**src/rtl/fracnet_udiv_seq_if.sv**
```systemverilog
// Handshake and operand/result bundle for the sequential unsigned divider.
// master: the producer that issues divisions. slave: the divider itself.
interface fracnet_udiv_seq_if #(
    parameter int DIVIDEND_WIDTH = 18,
    parameter int DIVISOR_WIDTH  = 5
);
    logic                      ce;
    logic                      start;
    logic [DIVIDEND_WIDTH-1:0] dividend;
    logic [DIVISOR_WIDTH-1:0]  divisor;
    logic                      ready;
    logic                      done;
    logic [DIVIDEND_WIDTH-1:0] quotient;
    logic [DIVISOR_WIDTH-1:0]  remainder;
    logic                      div_by_zero;

    modport master (
        output ce, start, dividend, divisor,
        input  ready, done, quotient, remainder, div_by_zero
    );

    modport slave (
        input  ce, start, dividend, divisor,
        output ready, done, quotient, remainder, div_by_zero
    );
endinterface

```
**src/rtl/fracnet_udiv_seq.sv**
```systemverilog
// Radix-2 restoring unsigned divider, one quotient bit per ce-qualified cycle.
//
// state | meaning
// ------+-------------------------------------------------------------
// IDLE  | ready=1; waiting for start, last result held on the outputs
// CALC  | iterating; one restoring step per ce=1 edge, cnt counts down
module fracnet_udiv_seq #(
    parameter int DIVIDEND_WIDTH = 18,
    parameter int DIVISOR_WIDTH  = 5
) (
    input  logic               clk,
    input  logic               reset,
    fracnet_udiv_seq_if.slave  bus
);
    localparam int DW = DIVIDEND_WIDTH;
    localparam int VW = DIVISOR_WIDTH;
    localparam int CW = $clog2(DW + 1);

    typedef enum logic {
        IDLE = 1'b0,
        CALC = 1'b1
    } state_t;

    state_t        state;
    logic [DW-1:0] shift_q;
    logic [VW-1:0] dvs_q;
    logic [VW:0]   rem_q;
    logic [CW-1:0] cnt;
    logic          ready_q;
    logic          done_q;
    logic [DW-1:0] quot_q;
    logic [VW-1:0] rmd_q;
    logic          dbz_q;

    // One restoring step: shift the next dividend bit into the partial
    // remainder and subtract the divisor when it fits. The partial remainder
    // is one bit wider than the divisor so the compare cannot overflow.
    logic [VW:0]   rem_shift;
    logic          fits;
    logic [VW:0]   rem_next;
    logic [DW-1:0] shift_next;
    logic          dvs_zero;

    always_comb begin
        rem_shift  = {rem_q[VW-1:0], shift_q[DW-1]};
        fits       = (rem_shift >= {1'b0, dvs_q});
        rem_next   = fits ? (rem_shift - {1'b0, dvs_q}) : rem_shift;
        shift_next = {shift_q[DW-2:0], fits};
        dvs_zero   = (dvs_q == '0);
    end

    // Control FSM and datapath registers; ce=0 freezes everything.
    always_ff @(posedge clk or posedge reset) begin
        if (reset) begin
            state   <= IDLE;
            shift_q <= '0;
            dvs_q   <= '0;
            rem_q   <= '0;
            cnt     <= '0;
            ready_q <= 1'b1;
            done_q  <= 1'b0;
            quot_q  <= '0;
            rmd_q   <= '0;
            dbz_q   <= 1'b0;
        end else if (bus.ce) begin
            done_q <= 1'b0;
            case (state)
                IDLE: begin
                    if (bus.start) begin
                        shift_q <= bus.dividend;
                        dvs_q   <= bus.divisor;
                        rem_q   <= '0;
                        cnt     <= CW'(DW);
                        ready_q <= 1'b0;
                        state   <= CALC;
                    end
                end
                CALC: begin
                    shift_q <= shift_next;
                    rem_q   <= rem_next;
                    cnt     <= cnt - CW'(1);
                    if (cnt == CW'(1)) begin
                        // A zero divisor runs the full sequence; its result
                        // is forced to the saturated quotient and zero remainder.
                        quot_q  <= dvs_zero ? '1 : shift_next;
                        rmd_q   <= dvs_zero ? '0 : rem_next[VW-1:0];
                        dbz_q   <= dvs_zero;
                        done_q  <= 1'b1;
                        ready_q <= 1'b1;
                        state   <= IDLE;
                    end
                end
                default: state <= IDLE;
            endcase
        end
    end

    assign bus.ready       = ready_q;
    assign bus.done        = done_q;
    assign bus.quotient    = quot_q;
    assign bus.remainder   = rmd_q;
    assign bus.div_by_zero = dbz_q;
endmodule

```
**src/flat_wrapper.sv**
```systemverilog
// flat-port wrapper written by rule: the top's interface ports become plain ports
module fracnet_udiv_seq_flat 
#(
    parameter int DIVIDEND_WIDTH = 18,
    parameter int DIVISOR_WIDTH  = 5
)
  (clk, reset, bus_ce, bus_start, bus_dividend, bus_divisor, bus_ready, bus_done, bus_quotient, bus_remainder, bus_div_by_zero);
  fracnet_udiv_seq_if #(.DIVIDEND_WIDTH(DIVIDEND_WIDTH), .DIVISOR_WIDTH(DIVISOR_WIDTH)) bus_i ();
  input  logic clk;
  input  logic reset;
  input wire logic [$bits(bus_i.ce)-1:0] bus_ce;
  input wire logic [$bits(bus_i.start)-1:0] bus_start;
  input wire logic [$bits(bus_i.dividend)-1:0] bus_dividend;
  input wire logic [$bits(bus_i.divisor)-1:0] bus_divisor;
  output wire logic [$bits(bus_i.ready)-1:0] bus_ready;
  output wire logic [$bits(bus_i.done)-1:0] bus_done;
  output wire logic [$bits(bus_i.quotient)-1:0] bus_quotient;
  output wire logic [$bits(bus_i.remainder)-1:0] bus_remainder;
  output wire logic [$bits(bus_i.div_by_zero)-1:0] bus_div_by_zero;
  assign bus_i.ce = bus_ce;
  assign bus_i.start = bus_start;
  assign bus_i.dividend = bus_dividend;
  assign bus_i.divisor = bus_divisor;
  assign bus_ready = bus_i.ready;
  assign bus_done = bus_i.done;
  assign bus_quotient = bus_i.quotient;
  assign bus_remainder = bus_i.remainder;
  assign bus_div_by_zero = bus_i.div_by_zero;
  fracnet_udiv_seq #(.DIVIDEND_WIDTH(DIVIDEND_WIDTH), .DIVISOR_WIDTH(DIVISOR_WIDTH)) u_core (.clk(clk), .reset(reset), .bus(bus_i));
endmodule
```
**config.mk**
```make
export PLATFORM = sky130hd
export DESIGN_NAME = fracnet_udiv_seq_flat
export DESIGN_NICKNAME = d
export VERILOG_FILES = /design/src/rtl/fracnet_udiv_seq_if.sv /design/src/rtl/fracnet_udiv_seq.sv /design/src/flat_wrapper.sv
export SDC_FILE = /design/constraint.sdc
export NUM_CORES = 1
export LEC_CHECK = 0
export ABC_AREA = 1
export BUFFER_PORTS_ARGS = -buffer_cell sky130_fd_sc_hd__buf_2
export CAP_MARGIN = 0
export CELL_PAD_IN_SITES_DETAIL_PLACEMENT = 0
export CELL_PAD_IN_SITES_GLOBAL_PLACEMENT = 1
export CORE_MARGIN = 4
export CORE_UTILIZATION = 44
export CTS_BUF_LIST = sky130_fd_sc_hd__clkbuf_16
export DETAILED_ROUTE_END_ITERATION = 6
export GPL_TIMING_DRIVEN = 0
export PLACE_DENSITY = 0.95
export REMOVE_ABC_BUFFERS = 1
export SYNTH_ARGS = -nofsm -noshare
export SYNTH_HDL_FRONTEND = slang
export SYNTH_SLANG_ARGS = --single-unit
```
**constraint.sdc**
```tcl
create_clock -name clk -period 4.5 [get_ports clk]
set_input_delay 0.45 -clock clk [delete_from_list [all_inputs] [get_ports clk]]
set_output_delay 0.45 -clock clk [all_outputs]
set_load 0.02 [all_outputs]
```
==> flow_summary.toml, run 1 <==
[detailed_routing]
detailroute.wirelength.met3_um = 366
drt-pass1-iter-count = 4
via_count = 2321
m1WireLength_mm = 2.84
avgViaCountPerCell = 5.13
wirelength_mm = 6.22
routed_wire_length_per_instance_um = 13.8
drc = 0
detailroute.wirelength.met2_mm = 2.91
drt_first_iter_violations = 138
routed.top_layer = "met4"
antenna_left = 0

[placed_design]
gp_congestion = 0.795
port-buffer-count = 52
hpwlAfterDp_mm = 4.13
detailed_place.area_mm2 = 0.00312

[setup_path]
timing.critical_path.fanout_max = 39
timing.critical_path.from_type = "register"
setup.reg_to_reg.worst_slack_ns = 1.53
worst_setup_path_startpoint = "u_core.state$_DFFE_PP0P_"
worstSetupEndpoint = "u_core.cnt[3]$_DFFE_PP0P_"
worst_r2r_startpoint = "u_core.state$_DFFE_PP0P_"
crit-reg2reg-capture = "u_core.cnt[3]$_DFFE_PP0P_"
cp.arrival_ns = 3.16
setup.worst_path.class = "reg2reg"
setup.worst_path.end_class = "register"
timing.reg2reg.worst_path_depth = 6
data_required_time_at_the_worst_endpoint_ns = 4.69

[synthesis]
synth_compound_gate_area_share_pct = 14.3
fraction_of_the_yosys_area_taken_by_sequential_cells_pct = 53.1
post_synth_main_area_contributors = "dfrtp_1 52%, nand2_1 8.8%, inv_1 5.7%"
fraction_of_synthesized_cell_area_taken_by_the_top_area_cell_type_pct = 52.2
post_synth_and_or_nand_nor_area_fraction_pct = 19.2
post_synth.cell_area_avg_um2 = 8.81
netlist_instances = 321
yosysTopAreaCell = "dfrtp_1"
synth_fa_ha_area_share_pct = 3.81
yosysUniqueCellTypes = 32
synth_area_mm2 = 0.00283
ys_ff_latch = 60
synthesis.yosys.warnings = 0
synth.area.mux_share_pct = 0
synthesized_area_fraction_occupied_by_xor_and_xnor_cells_pct = 0.619
largest_family_of_logic_cells_by_synthesized_area = "simple AND/OR/NAND/NOR gates"

[run]
maxCapViolCount = 0

[sta]
worstMarginPinSlew_ns = 1.16
period_share_pct = 66.0
fin_setup_tns_ns = 0
finalWorstPathRequiredPeriod_ns = 2.97
rsz0062_at_grt = "false"
finClkSkew_ns = 0.00576
timing.final.hold_violations = 0
timing.slew.headroom_pct = 22.5
timing.final.setup_violations = 0
maxSlewViolCount = 0
achievable-frequency_ghz = 0.337

[grt]
pin_count_of_the_biggest_net_entering_global_routing = 44
grt_use_total_pct = 17.7
antenna_found_initial = 0
grt.overflow.total = 0
vias_in_the_first_global_route = 2279
first_pass_grt_wire_length_mm = 10.5

[min_path]
hold_path.class = "in2async"

[floorplanning]
die_h_um = 88.2
floorplan.die_area_mm2 = 0.00777
standard_cell_core_area_mm2 = 0.00606
die_w_um = 88.2
floorplan.initialDensity_pct = 46.7
placement_rows = 28
pin_count = 53

[clock_tree]
cts_hold_buf = 0
clock_network_latency_to_the_later_pin_of_the_worst_skew_pair_ns = 0.33
clk_transition_reported_paths_ns = 0.05
cts-root-to-sink-buffers = 2
htree_levels = 3
cts.sinks = 60
ctsResizeCount = 0
post_cts_buffers = 0
tritoncts = "done"
clock_tree.root_cell = "clkbuf_16"
cts_buffers = 9

[cells_and_area]
drive_above_1_share_pct = 21.0
design.final.nets = 407
post-route-util_pct = 56.4
fin_area_mm2 = 0.00342
layout-area-overhead-vs-synth_pct = 20.8
antenna_cells = 0

[outcome]
status = "complete, no violations"

[power]
p_leak_uw = 0.00180
ir_drop_mv = 0.374
power_density_mw_per_mm2 = 780
==> placed cells by master, fill, tap and decap left out <==
cell type,Yosys,layout
fa_1,1,1
nor2_1,26,25
a22oi_1,1,1
clkinv_4,1,2
buf_2,3,52
inv_2,1,2
o21ai_0,27,27
nand2_2,1,1
clkinvlp_4,0,2
a21oi_1,22,22
a21oi_4,1,1
ha_1,7,7
buf_12,0,1
nand4_1,1,1
nand2_1,66,66
nand3b_1,1,1
nand2_4,1,1
clkinv_1,0,1
clkinv_2,0,2
dfstp_2,1,1
bufinv_16,0,1
a31oi_1,1,1
inv_1,43,42
clkbuf_16,0,9
nand3_1,24,24
o211ai_1,16,16
nand4_4,1,1
xnor2_1,2,2
dfrtp_1,59,59
or2_1,1,1
nor2_4,1,1
o221ai_1,1,1
nor2_2,1,2
==> final cells by class <==
class	count	area, um2
multi-input cells	203	1070
repair buffers	53	280
flip-flops and latches	60	1500
well taps	75	93.8
clock inverters	7	67.6
clock buffers	9	225
fillers	561	2640
inverters	45	174
==> cell families (layout without fill, tap and decap cells) <==
family,count (synthesis),in the layout
simple gates,124,124
fa+ha+maj,8,8
compound gates,69,69
xor+xnor,2,2
buf+inv,58,114
flops,60,60
==> cells in the mapped netlist <==
cell type,number
ha_1,7
a21oi_1,22
clkbuf_2,1
a21oi_4,1
dfstp_2,1
o21ai_0,27
dfrtp_1,59
nor2_2,1
nand2_1,66
inv_1,43
a22oi_1,1
a31oi_1,1
inv_2,1
buf_4,5
fa_1,1
nand4_1,1
nand3_1,24
nand2_2,1
nand2_4,1
nand4_4,1
nand3b_1,1
buf_2,3
xnor2_1,2
buf_1,1
or2_1,1
nor2_4,1
o221ai_1,1
nor2_1,26
clkinv_4,1
o211ai_1,16
buf_6,1
clkbuf_1,2
==> sequential cells by signal, summed over array words and instances, names as in the netlist <==
signal	flops
u_core.dvs_q	5
u_core.bus.done	1
u_core.bus.remainder	5
u_core.shift_q	18
u_core.rem_q	5
u_core.bus.ready	1
u_core.bus.div_by_zero	1
u_core.bus.quotient	18
u_core.cnt	5
u_core.state	1
==> how the worst min path moves through the flow <==
| stage | depth (start not counted) | start | to |
|---|---|---|---|
| 2_1_floorplan | 2 | u_core.shift_q[0]$_DFFE_PP0P_ | u_core.shift_q[0]$_DFFE_PP0P_ |
| 3_3_place_gp | 2 | u_core.bus.remainder[3]$_DFFE_PP0P_ | u_core.bus.remainder[3]$_DFFE_PP0P_ |
| 3_5_place_dp | 2 | reset | u_core.bus.quotient[13]$_DFFE_PP0P_ |
| 4_1_cts | 2 | reset | u_core.bus.quotient[14]$_DFFE_PP0P_ |
| 5_1_grt | 2 | reset | u_core.shift_q[13]$_DFFE_PP0P_ |
| 6_report | 2 | reset | u_core.bus.quotient[15]$_DFFE_PP0P_ |
==> where the power goes <==
group	switching (uW)	internal, uW
combinational	689	388
sequential	141	785
clock	239	424
==> stage by stage <==
step           total power [uW]  std cells  worst slack, ns  hold slack (ns)
6_report                   2670        452             1.53            0.110
4_1_cts                    2690        452             1.60            0.115
3_5_place_dp               2010        436             1.61            0.462
5_1_grt                    2900        452             1.20            0.141
2_1_floorplan              1710        308             2.32            0.453
3_3_place_gp               1970        435             1.61            0.460
==> critical path: stages (launching register included) <==
cell and delay [ns]:
dfrtp_1 1.07, nand2_4 0.16, nand2_1 0.91, inv_2 0.28, nor2_1 0.20, xnor2_1 0.13, nor2_1 0.06
==> layer usage <==
| layer | vias to the layer above | track usage [%] |
|---|---|---|
| met5 | - | 0 |
| met4 | 0 | 6.73 |
| met3 | 16 | 6.11 |
| met2 | 72 | 28.3 |
| met1 | 1091 | 22.0 |
| li1 | 1142 | - |
Power figures use the tool's default switching activity.
==> inputs of run 2 (changes only) <==
CORE_UTILIZATION = 41   (was 44)
PLACE_DENSITY = 0.9   (was 0.95)
clock period = 3 ns   (was 4.5 ns; I/O delays follow)
==> run 2 against run 1 <==
Effect of this change:
- global-route usage down 1.8 points
- core utilization shrank 4.6 points
- clock skew decreased by 0.00050 ns
- via count shrank 0.86%
- routed wire length decreased by 1.0%
- cell count up 1.1%
- total power up 59%
- design area grew 2.3%
- clock power is 84% higher
- first-iteration DRC count is 28% lower
- sequential power up 50%
- largest power group unchanged
==> flow_summary.toml, run 2 (synthesized netlist as in run 1, its figures left out) <==
[outcome]
status = "complete, no violations"

[floorplanning]
die_h_um = 91.0
floorplan.initialDensity_pct = 41.9
die_w_um = 91.0
pin_count = 53
standard_cell_core_area_mm2 = 0.00676
floorplan.die_area_mm2 = 0.00829
placement_rows = 30

[clock_tree]
tritoncts = "done"
clock_tree.root_cell = "clkbuf_16"
cts_buffers = 9
htree_levels = 3
clk_transition_reported_paths_ns = 0.05
cts-root-to-sink-buffers = 2
cts.sinks = 60
post_cts_buffers = 0
clock_network_latency_to_the_later_pin_of_the_worst_skew_pair_ns = 0.32

[sta]
worstMarginPinSlew_ns = 1.10
finalWorstPathRequiredPeriod_ns = 2.52
fin_setup_tns_ns = 0
finClkSkew_ns = 0.00526
timing.final.hold_violations = 0
period_share_pct = 84.0
maxSlewViolCount = 0
achievable-frequency_ghz = 0.397
timing.final.setup_violations = 0
holdWs_ns = 0.192
timing.slew.headroom_pct = 26.6
rsz0062_at_grt = "false"

[cells_and_area]
layout-area-overhead-vs-synth_pct = 23.7
final.fill_count = 631
final_cells = 457
layout_common_cells = "65 x nand2_1, 59 x dfrtp_1, 52 x buf_2, 43 x inv_1, 27 x o21ai_0"
drive_above_1_share_pct = 21.0
antenna_cells = 0
layout_commonest_cell = "nand2_1"
design.final.nets = 408

[grt]
grt.overflow.total = 0
grt_use_total_pct = 15.9
antenna_found_initial = 0
vias_in_the_first_global_route = 2277
first_pass_grt_wire_length_mm = 10.6
pin_count_of_the_biggest_net_entering_global_routing = 44

[placed_design]
hpwlAfterDp_mm = 4.18
gp_congestion = 0.847
port-buffer-count = 52
dp_cells = 441

[setup_path]
cp.arrival_ns = 2.71
critPathMaxStageDelay_ns = 1.07
timing.critical_path.from_type = "register"
timing.critical_path.fanout_max = 39
setup.worst_path.end_class = "register"
path_cells = "nand2_4 > nand2_2 > inv_2 > nor2_1 > xnor2_1 > nor2_1"
cpMostUsedCell = "nor2_1"
setup.worst_path.class = "reg2reg"
cp_slowest_cell = "dfrtp_1"
data_required_time_at_the_worst_endpoint_ns = 3.19

[detailed_routing]
drt-pass1-iter-count = 4
antenna_left = 0
drc = 0
routed_wire_length_per_instance_um = 13.5
wirelength_mm = 6.16
via_count = 2301
avgViaCountPerCell = 5.04
drt_first_iter_violations = 100

[power]
p_sw_uw = 1590
power_uw = 4230
comb_power_share_pct = 38.2
power_frac_clock_pct = 28.9
power_density_mw_per_mm2 = 1210
ir_drop_mv = 0.539
seq_power_share_pct = 32.9
p_leak_uw = 0.00184
internal_power_uw = 2650
power_switching_share_pct = 37.5

[run]
maxCapViolCount = 0

[min_path]
hold_path.class = "in2reg"
-- run 2: cell count changes in the layout (fill, tap and decap cells not counted) --
cell,before,now
bufinv_16,1,4
clkinvlp_4,2,0
clkinv_1,1,0
clkinv_2,2,1
clkinv_4,2,1
dlygate4sd3_1,0,1
inv_1,42,43
nand2_1,66,65
nand2_2,1,2
-- run 2: power by group through the flow --
stage | registers [uW] | clock network (uW) | logic [uW]
after global placement | 1390 | 0 | 1570
after CTS | 1390 | 1240 | 1640
final | 1390 | 1220 | 1620
after detailed placement | 1400 | 0 | 1620
after global routing | 1430 | 1280 | 1860
after floorplan | 1550 | 0 | 1010
-- run 2: final timing paths --
kind / start / endpoint / slack [ns] / cells past startpoint
setup / recovery: u_core.state$_DFFE_PP0P_ / u_core.cnt[3]$_DFFE_PP0P_ / 0.48 / 6
hold / removal: bus_divisor[0] / u_core.dvs_q[0]$_DFFE_PP0P_ / 0.19 / 3
min in group asynchronous: reset / u_core.bus.div_by_zero$_DFFE_PP0P_ / 0.51 / 3
hold reg to reg: u_core.bus.remainder[1]$_DFFE_PP0P_ / u_core.bus.remainder[1]$_DFFE_PP0P_ / 0.47 / 2
setup reg to reg: u_core.state$_DFFE_PP0P_ / u_core.cnt[3]$_DFFE_PP0P_ / 0.48 / 6
max in group asynchronous: reset / u_core.bus.ready$_DFFE_PP1P_ / 1.86 / 4
-- run 2: worst max-delay path: cells and delay by family, from the launching register on --
| kind | cells | cell delay (ns) |
|---|---|---|
| buffers and inverters | 1 | 0.24 |
| DFF | 1 | 1.07 |
| and+or+nand+nor | 4 | 0.94 |
| xor gates and xnor gates | 1 | 0.13 |
-- run 2: final cells by class --
| cell class | count | area, um2 | area share [%] |
|---|---|---|---|
| inverter | 45 | 174 | 4.97 |
| multi-input combinational | 203 | 1080 | 30.8 |
| sequential | 60 | 1500 | 43.0 |
| tap | 80 | 100 | 2.86 |
| timing repair buffer | 54 | 290 | 8.30 |
| clock inverter | 6 | 129 | 3.69 |
| clock buffer | 9 | 225 | 6.44 |
-- run 2: metal layers --
metal / global-route usage, % / wire length, um / up-vias
met5: 0 / 0 / -
met4: 4.52 / 53 / 0
met3: 5.47 / 316 / 5
met2: 26.7 / 2970 / 56
met1: 19.3 / 2810 / 1094
li1: - / - / 1146
-- run 2: metrics by stage --
stage / util (%) / area (um2) / worst slack [ns]
2_1_floorplan: - / 2750 / 0.817
3_3_place_gp: 46.0 / 3110 / 0.122
3_5_place_dp: 46.3 / 3130 / 0.0755
4_1_cts: 51.7 / 3490 / 0.0665
5_1_grt: 51.8 / 3500 / 0.262
6_report: 51.8 / 3500 / 0.481
-- run 2: what timing repair did --
action                                  CTS  global route
hold buffers                              1             0
endpoints found under the setup margin    0             5
endpoints found under the hold margin    17             0
resized for setup                         0             1
==> inputs of run 3 (changes only) <==
CORE_UTILIZATION = 37   (was 41)
PLACE_DENSITY = 0.86   (was 0.9)
clock period = 2.3 ns   (was 3 ns; I/O delays follow)
==> run 3 against run 2 <==
Effect of this change:
- clock skew increased by 0.0015 ns
- count of clock-buffer cells in the layout unchanged
- setup slack got worse by 0.28 ns
- routed wire length increased by 4.6%
- first-iteration DRC count increased by 57%
- design area decreased by 1.1%
- flip-flop and latch count unchanged
- highest routed layer unchanged
==> flow_summary.toml, run 3 (synthesized netlist as in run 1, its figures left out) <==
[clock_tree]
post_cts_buffers = 0
cts.sinks = 60
clock_network_latency_to_the_later_pin_of_the_worst_skew_pair_ns = 0.33
htree_levels = 3
tritoncts = "done"
cts-root-to-sink-buffers = 2
clock_tree.root_cell = "clkbuf_16"
clk_transition_reported_paths_ns = 0.05
cts_buffers = 9

[sta]
final.setup.worst_slack_ns = 0.198
achievable-frequency_ghz = 0.476
finClkSkew_ns = 0.00675
period_share_pct = 91.4
timing.slew.headroom_pct = 37.8
worstMarginPinSlew_ns = 0.932
rsz0062_at_grt = "false"
maxSlewViolCount = 0
finalWorstPathRequiredPeriod_ns = 2.10
timing.final.setup_violations = 0
timing.final.hold_violations = 0
holdWs_ns = 0.114

[cells_and_area]
layout_commonest_cell = "nand2_1"
final.fill_count = 727
final_cells = 478
drive_above_1_share_pct = 21.9
design.final.nets = 409
fin_area_mm2 = 0.00346
layout-area-overhead-vs-synth_pct = 22.3
layout_common_cells = "65 x nand2_1, 58 x dfrtp_1, 52 x buf_2, 42 x inv_1, 27 x o21ai_0"
antenna_cells = 0

[grt]
antenna_found_initial = 0
first_pass_grt_wire_length_mm = 11.0
grt_use_total_pct = 16.0
pin_count_of_the_biggest_net_entering_global_routing = 40
vias_in_the_first_global_route = 2242
grt.overflow.total = 0

[setup_path]
crit-reg2reg-capture = "u_core.bus.quotient[16]$_DFFE_PP0P_"
setup.worst_path.class = "reg2reg"
critPathMaxStageDelay_ns = 0.75
crit_buf_inv = 1
setup.reg_to_reg.worst_slack_ns = 0.20
worstSetupEndpoint = "u_core.bus.quotient[16]$_DFFE_PP0P_"
timing.critical_path.fanout_max = 35
setup.worst_path.end_class = "register"
cp_top_family = "simple AND/OR/NAND/NOR gates"
worst_r2r_startpoint = "u_core.state$_DFFE_PP0P_"
critical_path_cell_count = 5
timing.critical_path.from_type = "register"
timing.reg2reg.worst_path_depth = 5
path_cells = "nand2_4 > clkinv_4 > nand4_4 > nor2_2 > a21oi_1"
worst_setup_path_startpoint = "u_core.state$_DFFE_PP0P_"
data_required_time_at_the_worst_endpoint_ns = 2.48
cp.arrival_ns = 2.28
cp_slowest_cell = "dfrtp_2"

[min_path]
hold_path.class = "in2reg"
hold_start = "bus_divisor[0]"

[placed_design]
gp_congestion = 0.836
port-buffer-count = 52
detailed_place.area_mm2 = 0.00315
hpwlAfterDp_mm = 4.32
dp_cells = 460
detailedPlace.worstSlack_ns = -0.643

[power]
ir_drop_mv = 0.622
p_leak_uw = 0.00181
power_density_mw_per_mm2 = 1480

[detailed_routing]
drt_first_iter_violations = 157
avgViaCountPerCell = 4.82
routed_wire_length_per_instance_um = 13.5
drc = 0
drt-pass1-iter-count = 4
antenna_left = 0
detailroute.wirelength.met3_um = 460
wirelength_mm = 6.44
m1WireLength_mm = 2.95
routed.top_layer = "met4"
detailroute.wirelength.met2_mm = 3.00
via_count = 2303

[outcome]
status = "complete, no violations"

[floorplanning]
floorplan.initialDensity_pct = 38.6
pin_count = 53
placement_rows = 31
standard_cell_core_area_mm2 = 0.00733
die_h_um = 95.4
die_w_um = 95.4
floorplan.die_area_mm2 = 0.00910

[run]
maxCapViolCount = 0
==> run 3: cell count changes in the layout (fill, tap and decap cells not counted) <==
cell,delta
nand2_4,+1
clkinv_2,+1
inv_6,+1
nor2_2,+1
nand2_2,-1
inv_1,-1
dfrtp_1,-1
dfrtp_2,+1
bufinv_16,-4
clkinvlp_4,+1
clkinv_4,+3
==> run 3: worst min-delay path by stage <==
stage                                  end  slack, ns  cells after the start
3_5_place_dp   u_core.dvs_q[0]$_DFFE_PP0P_       0.34                      2
4_1_cts        u_core.dvs_q[2]$_DFFE_PP0P_       0.11                      3
6_report       u_core.dvs_q[0]$_DFFE_PP0P_       0.11                      3
5_1_grt        u_core.dvs_q[1]$_DFFE_PP0P_       0.11                      3
2_1_floorplan  u_core.bus.done$_DFFE_PP0P_       0.33                      1
3_3_place_gp   u_core.dvs_q[3]$_DFFE_PP0P_       0.44                      3
==> run 3: cell type report <==
class	count	area, um2	area share, %
clock buffers	9	225	6.51
clock inverters	7	52.6	1.52
multi-input cells	204	1090	31.5
repair buffers	54	290	8.40
flip-flops and latches	60	1500	43.5
well taps	99	124	3.58
inverters	45	174	5.03
==> run 3: timing repair <==
action | CTS | global route
cloned | 0 | 1
hold buffers | 1 | 0
pin swaps | 0 | 1
gates resized for setup | 2 | 1
setup endpoints to repair | 53 | 6
hold endpoints to repair | 26 | 0
==> run 3: worst reg2reg max path, cell delays in order (launching register included) <==
cell	delay [ns]
dfrtp_2	0.75
nand2_4	0.18
clkinv_4	0.14
nand4_4	0.21
nor2_2	0.54
a21oi_1	0.13
==> run 3: power breakdown <==
part	total (uW)	internal [uW]	switching, uW
Clock	1210	732	483
Combinational	2100	761	1340
Sequential	1810	1540	278
==> run 3: metal layers <==
layer | vias to the layer above | GRT usage (%)
li1 | 1152 | -
met1 | 1084 | 21.6
met2 | 65 | 24.5
met3 | 2 | 5.68
met4 | 0 | 3.91
met5 | - | 0
==> run 3: stage by stage <==
stage	total power [uW]	util [%]	TNS (ns)
final	5130	47.2	0
after global routing	5640	47.2	0
after CTS	5190	47.0	0
after detailed placement	3940	43.0	-14.24
after global placement	3880	42.7	-29.72
after floorplan	3350	-	0
